## src/rtl/inst_queue_pkg.sv

```systemverilog
// Shared fetch/decode configuration for the instruction buffer.
package inst_queue_pkg;

    localparam int unsigned AddrWidth       = 32;
    localparam int unsigned InstWidth       = 32;
    localparam int unsigned InstQueueDepth  = 4;
    localparam int unsigned InstQueueMargin = 1;

    // Entry payload as handed between the fetch and decode stages.
    typedef struct packed {
        logic [AddrWidth-1:0] pc;
        logic [InstWidth-1:0] inst;
    } InstQueueEnt_t;

endpackage

```

## src/rtl/inst_queue_ptr.sv

```systemverilog
// Modulo-DEPTH pointer with increment enable and synchronous clear (clear wins).
module inst_queue_ptr #(
    parameter int unsigned DEPTH = 4,
    parameter int unsigned PW    = $clog2(DEPTH)
) (
    input  logic          clk,
    input  logic          reset,
    input  logic          clr_i,
    input  logic          inc_i,
    output logic [PW-1:0] ptr_o
);

    logic [PW-1:0] ptr_q, ptr_d;

    // Explicit wrap compare so non-power-of-two depths work.
    always_comb begin
        ptr_d = ptr_q;
        if (clr_i) begin
            ptr_d = '0;
        end else if (inc_i) begin
            ptr_d = (ptr_q == PW'(DEPTH - 1)) ? '0 : ptr_q + PW'(1);
        end
    end

    always_ff @(posedge clk or posedge reset) begin
        if (reset) begin
            ptr_q <= '0;
        end else begin
            ptr_q <= ptr_d;
        end
    end

    assign ptr_o = ptr_q;

endmodule

```

## src/rtl/inst_queue.sv

```systemverilog
// DEPTH-entry FWFT instruction buffer between fetch and decode, with early
// backpressure, flush, occupancy count and a sticky overflow flag.
module inst_queue
    import inst_queue_pkg::*;
#(
    parameter int unsigned ADDR   = AddrWidth,
    parameter int unsigned INST   = InstWidth,
    parameter int unsigned DEPTH  = InstQueueDepth,
    parameter int unsigned MARGIN = InstQueueMargin,
    parameter int unsigned CNT    = $clog2(DEPTH + 1)
) (
    input  logic            clk,
    input  logic            reset,
    input  logic            flush_,
    input  logic            in_e_,
    input  logic [ADDR-1:0] in_pc,
    input  logic [INST-1:0] in_inst,
    output logic            in_stall,
    output logic            out_e_,
    output logic [ADDR-1:0] out_pc,
    output logic [INST-1:0] out_inst,
    input  logic            out_stall,
    output logic [CNT-1:0]  count,
    output logic            overflow
);

    localparam int unsigned PW = $clog2(DEPTH);

    logic [ADDR-1:0] pc_q   [DEPTH];
    logic [INST-1:0] inst_q [DEPTH];

    logic [PW-1:0]  wr_ptr, rd_ptr;
    logic [CNT-1:0] count_q, count_d;
    logic           overflow_q, overflow_d;

    logic flush, empty, full, pop, push, drop;

    assign flush = !flush_;
    assign empty = (count_q == '0);
    assign full  = (count_q == CNT'(DEPTH));
    assign pop   = !empty && !out_stall;
    assign push  = !in_e_ && (!full || pop);
    assign drop  = !in_e_ && full && !pop;

    inst_queue_ptr #(.DEPTH(DEPTH), .PW(PW)) u_wr_ptr (
        .clk   (clk),
        .reset (reset),
        .clr_i (flush),
        .inc_i (push),
        .ptr_o (wr_ptr)
    );

    inst_queue_ptr #(.DEPTH(DEPTH), .PW(PW)) u_rd_ptr (
        .clk   (clk),
        .reset (reset),
        .clr_i (flush),
        .inc_i (pop),
        .ptr_o (rd_ptr)
    );

    // Storage is deliberately not reset; only the occupancy decides validity.
    always_ff @(posedge clk) begin
        if (push && !flush) begin
            pc_q[wr_ptr]   <= in_pc;
            inst_q[wr_ptr] <= in_inst;
        end
    end

    always_comb begin
        count_d    = count_q;
        overflow_d = overflow_q;
        if (flush) begin
            count_d = '0;
        end else begin
            if (push && !pop) begin
                count_d = count_q + CNT'(1);
            end else if (pop && !push) begin
                count_d = count_q - CNT'(1);
            end
            if (drop) begin
                overflow_d = 1'b1;
            end
        end
    end

    always_ff @(posedge clk or posedge reset) begin
        if (reset) begin
            count_q    <= '0;
            overflow_q <= 1'b0;
        end else begin
            count_q    <= count_d;
            overflow_q <= overflow_d;
        end
    end

    // Free entries <= MARGIN, rewritten as an occupancy threshold.
    assign in_stall = (count_q >= CNT'(DEPTH - MARGIN));
    assign out_e_   = empty;
    assign out_pc   = empty ? '0 : pc_q[rd_ptr];
    assign out_inst = empty ? '0 : inst_q[rd_ptr];
    assign count    = count_q;
    assign overflow = overflow_q;

endmodule
```

## config.mk

```make
export PLATFORM = sky130hd
export DESIGN_NAME = inst_queue
export DESIGN_NICKNAME = d
export VERILOG_FILES = /design/src/rtl/inst_queue_pkg.sv /design/src/rtl/inst_queue_ptr.sv /design/src/rtl/inst_queue.sv
export SDC_FILE = /design/constraint.sdc
export NUM_CORES = 1
export LEC_CHECK = 0
export BUFFER_PORTS_ARGS = -buffer_cell sky130_fd_sc_hd__buf_2
export CAP_MARGIN = 10
export CORE_ASPECT_RATIO = 1.4
export CORE_MARGIN = 4
export CORE_UTILIZATION = 30
export DETAILED_ROUTE_END_ITERATION = 6
export GPL_ROUTABILITY_DRIVEN = 0
export GPL_TIMING_DRIVEN = 0
export PLACE_DENSITY = 0.59
export SYNTH_ARGS = -nofsm -noshare
export SYNTH_HDL_FRONTEND = slang
export SYNTH_SLANG_ARGS = --single-unit
```

## constraint.sdc

```tcl
create_clock -name clk -period 8.7 [get_ports clk]
set_input_delay 0.87 -clock clk [delete_from_list [all_inputs] [get_ports clk]]
set_output_delay 0.87 -clock clk [all_outputs]
set_load 0.05 [all_outputs]
```

# After elaboration in Yosys (flattened, before gate mapping)
# Memories as Yosys holds them, arrays and structs flattened.
# Index checks and enable logic that the tools add are counted.
# op_classes
add_sub_neg,4
order_cmp,1
eq_ne,6
muxes,13
n_reduce_logical,16
# ops
cell,count
2-to-1 mux 32 bit,2
2-to-1 mux 2 bit,6
2-to-1 mux 3 bit,3
logical AND 1 bit,7
logical NOT 1 bit,6
adder 2 x 1 -> 2 bit (second input constant),2
equality test 2 bit (second input constant),2
!= test 2 x 1 -> 1 bit (second input constant),2
adder 3 x 1 -> 3 bit (second input constant),1
equality test 3 bit (second input constant),1
greater-or-equal comparator 3 x 2 -> 1 bit (second input constant),1
logical NOT 3 bit,1
!= test 3 x 1 -> 1 bit (second input constant),1
subtractor 3 x 1 -> 3 bit (second input constant),1
2-to-1 mux 1 bit,2
AND reduction 2 bit,1
logical OR 1 bit,1
# totals
ff_bits,8
mem_bits_rw,256
inputBits,69
memories,2
# memory_table
memory,depth,word_bits,rd,rd_ports_with_merged_regs,write_ports,line,source
inst_q,4,32,1,0,1,inst_queue.sv:30,logic [INST-1:0] inst_q [DEPTH];
pc_q,4,32,1,0,1,inst_queue.sv:29,logic [ADDR-1:0] pc_q [DEPTH];

# Logic depth before layout (Yosys ltp)
# depth
depth_word,10
mapped_depth,10
ltp_nobuf,7

# Hierarchy
# Synthesis repeated with hierarchy kept, for this count alone.
# unflattened
cells_unflattened,477
area_unflattened_um2,10368.7
# modules_own_cells
module,n_inst,cells_each,area_each_um2
inst_queue,1,459,10161.0
inst_queue_ptr,2,9,103.8

# Worst setup path before layout
# OpenSTA, ideal clock, no wires.
# synth_timing
path_type,input port to flip-flop
from,input port in_e_
to,"memory inst_q[0][0] (netlist name), enable pin"
setup_ns,0.429
arrival_ns,3.076
t_required_ns,8.271
setup_slack_ns,5.195
path_stages,4
path_cell_list,clkbuf_1 clkbuf_1 nor3_1 and2_1
# synth_between
elab_chain_cells,5
# synth_lines
item,line,source
"start, declared",inst_queue.sv:15,"input logic in_e_,"
logical NOT 1 bit,inst_queue.sv:42,assign push = !in_e_ && (!full || pop);
logical AND 1 bit,inst_queue.sv:42,
logical AND 1 bit,inst_queue.sv:63,if (push && !flush) begin
2-to-1 mux 1 bit,inst_queue.sv:63,
2-to-1 mux 1 bit (not written as such),inst_queue.sv:65,inst_q[wr_ptr] <= in_inst;
"end, declared",inst_queue.sv:30,
# No other way between the ends.

# Final worst setup path
# layout_timing
from,"register count_q[1], in the netlist count[1]"
to,output port out_inst[12]
# layout_between
elab_chain_cells,2
# layout_lines
item,line,source
"start, declared",inst_queue.sv:33,"logic [CNT-1:0] count_q, count_d;"
"start signal, assigned",inst_queue.sv:91,count_q <= count_d;
logical NOT 3 bit,inst_queue.sv:39,assign empty = (count_q == '0);
2-to-1 mux 32 bit,inst_queue.sv:100,assign out_inst = empty ? '0 : inst_q[rd_ptr];
"end, declared",inst_queue.sv:21,"output logic [INST-1:0] out_inst,"
# No other way between the ends.

==> flow_metrics.py <==
metrics = {
    "finish": {
        "fillCellCount": 3232,
        "nets": 720,
        "fin_cells": 1115,
        "drive_above_1_share_pct": 40.5,
        "area_delta_synth_final_pct": 20.9,
        "diodes": 0,
    },
    "synth": {
        "yosysTopAreaCell": "edfxtp_1",
        "ys_top_cells_by_area": "edfxtp_1, mux4_2, nor2b_1, dfrtp_1, buf_6",
        "synth_common_cells": "edfxtp_1, nor2b_1, mux4_2",
        "synth_cell_type_count": 37,
        "synth_edf_count": 256,
        "synthFlopType": "edfxtp_1",
        "synth.most_common_cell": "edfxtp_1",
        "muxShareOfSynthArea_pct": 14.0,
        "synthAdderAreaFrac_pct": 0.679,
        "netlist_area_sq_um": 10300,
        "synth-compound-area-share_pct": 1.27,
        "synthSimpleGateAreaFrac_pct": 5.37,
        "synth_top_area_share_pct": 74.5,
        "synth_nets": 551,
        "ys_seq_area_share_pct": 76.5,
        "syn_area_per_cell_sq_um": 21.6,
        "ys_seq_elements": 264,
        "yosys_warnings": 0,
        "syn_inst": 477,
        "synth_top_family_by_area": "multiplexers",
        "ys_async_sr_fraction_pct": 3.03,
        "synthXorXnorAreaFrac_pct": 0.170,
    },
    "setup_path": {
        "cp_cell_sequence": "clkbuf_2, nor3_4, clkbuf_1, nor2b_1, buf_2",
        "arrival_ns": 2.48,
        "path_buf_inv": 3,
        "crit_path_top_delay_cell": "clkbuf_1",
        "start_kind": "flip-flop",
        "critPathMaxFanout": 10,
        "worstPathRequired_ns": 7.83,
        "path_delay_family": "buffers and inverters",
        "critical_path_depth": 5,
        "endpoint_kind": "primary output",
        "r2r_slack_ns": 5.82,
        "critPathMaxStageDelay_ns": 0.53,
        "criticalPathCategory": "flip-flop to primary output",
        "worstRegToRegCells": 10,
    },
    "grt": {
        "grtUsageTotal_pct": 11.5,
        "grt_max_degree": 41,
        "grt_pass1_wl_mm": 32.8,
        "antenna_found_initial": 2,
        "grt-ovfl-total": 0,
        "grt_pass1_vias": 5569,
    },
    "floorplanning": {
        "fp.dieW_microns": 165,
        "rows": 80,
        "core-area_sq_um": 34000,
        "dieArea_sq_um": 37400,
        "initial_utilization_pct": 30.3,
        "num_io_pins": 139,
        "dieHeight_microns": 227,
    },
    "drt": {
        "ant_nets": 0,
        "drt-vias-per-instance": 4.54,
        "wire_per_inst_microns": 19.0,
        "drt-total-wl_mm": 21.2,
        "drtPass1Iterations": 4,
        "vias": 5060,
        "drc": 0,
        "drtIter0Drc": 206,
    },
    "place": {
        "hpwl_mm": 13.2,
        "place_ws_ns": 5.64,
        "place_inst": 1069,
        "port_buffers": 137,
    },
    "cts": {
        "numCtsBuffers": 26,
        "htreeDepth": 1,
        "clock_tree.buffer_depth": 3,
        "root_buffer": "clkbuf_16",
        "post_cts_buffers": 0,
        "cts.sinks": 264,
        "post_cts_resized": 0,
        "clk_pin_slew_ns": 0.06,
        "cts_tree": "yes",
        "postCtsHoldBufs": 0,
        "clock_latency_ns": 0.53,
    },
    "timing": {
        "fmax_mhz": 299,
        "hold_viol": 0,
        "worst_pin_slew_ns": 0.708,
        "fin_crit_ns": 3.35,
        "final_max_slew_viol_count": 0,
        "setup_slack_ns": 5.35,
        "tns_ns": 0,
        "setup_viol": 0,
        "finalCritPeriodShare_pct": 38.5,
        "rsz0062_at_grt": "no",
        "skew_ns": 0.00583,
        "maxSlewHeadroom_pct": 52.8,
    },
    "pwr": {
        "p_leak_nw": 4.20,
        "peakVddDrop_v": 0.000212,
        "total_power_mw": 3.98,
        "power_density_nw_per_um2": 319,
    },
    "job": {
        "cap_violations": 0,
    },
    "status": {
        "status": "finished clean",
    },
    "worst_hold_path": {
        "hold_class": "input pin to async pin",
    },
}
[through the flow]
| step | util, % | instance area (sq um) | hold WS (ns) |
|---|---|---|---|
| global route | 36.6 | 12500 | 0.285 |
| floorplan | - | 10300 | 0.560 |
| detailed placement | 34.3 | 11700 | 0.456 |
| finish | 36.6 | 12500 | 0.298 |
| CTS | 36.6 | 12500 | 0.266 |
| global placement | 34.0 | 11600 | 0.455 |
[per-layer routing]
| metal | vias to the layer above | GRT usage, % | routed length, microns |
|---|---|---|---|
| li1 | 2270 | - | - |
| met1 | 2622 | 14.2 | 8580 |
| met2 | 129 | 20.0 | 10800 |
| met3 | 35 | 2.84 | 1360 |
| met4 | 4 | 3.60 | 462 |
| met5 | - | 0 | 29 |
[area by class of cell]
cell class	count	area, sq um	area share [%]
buffer	28	176	1.42
clock inverter	14	93.8	0.753
inverter	9	33.8	0.271
multi-input combinational	176	2220	17.8
sequential	264	7890	63.3
timing repair buffer	141	788	6.32
clock buffer	32	694	5.57
tap	451	564	4.53
[kinds of logic (layout without fill, tap and decap cells)]
family          Yosys count  count (layout)
flops                   264             264
simple gates             85              85
compound gates           20              20
xor+xnor                  2               2
mux                      64              64
buf+inv                  37             224
fa+ha+maj                 5               5
[registers in the layout (all words and copies together) (netlist names)]
register / cells
overflow: 1
pc_q: 128
inst_q: 128
count: 3
u_wr_ptr.ptr_o: 2
u_rd_ptr.ptr_o: 2
[power by group]
group	internal [mW]	leakage, nW	switching [mW]	total [mW]
Combinational	0.416	1.39	1.05	1.46
Sequential	1.46	2.43	0.0142	1.47
Clock	0.593	0.386	0.451	1.04
[worst paths after layout]
| path | startpoint | endpoint |
|---|---|---|
| hold / removal | reset | count[1] |
| setup reg to reg | count[1] | count[1] |
| hold reg to reg | overflow | overflow |
| min in group clk | overflow | overflow |
| setup / recovery | count[1] | out_inst[12] |
| max in group asynchronous | reset | u_rd_ptr.ptr_o[1] |
[layout by cell type (no fill, tap or decap), types with 5 or more instances in the layout]
| cell | instances |
|---|---|
| edfxtp_1 | 256 |
| buf_2 | 145 |
| nor2b_1 | 65 |
| mux4_2 | 64 |
| clkbuf_16 | 27 |
| clkbuf_1 | 14 |
| inv_1 | 9 |
| dfrtp_1 | 8 |
| buf_6 | 6 |
| clkinv_1 | 6 |
| a21oi_1 | 5 |
| clkinv_2 | 5 |
(Power assumes the default switching activity.)
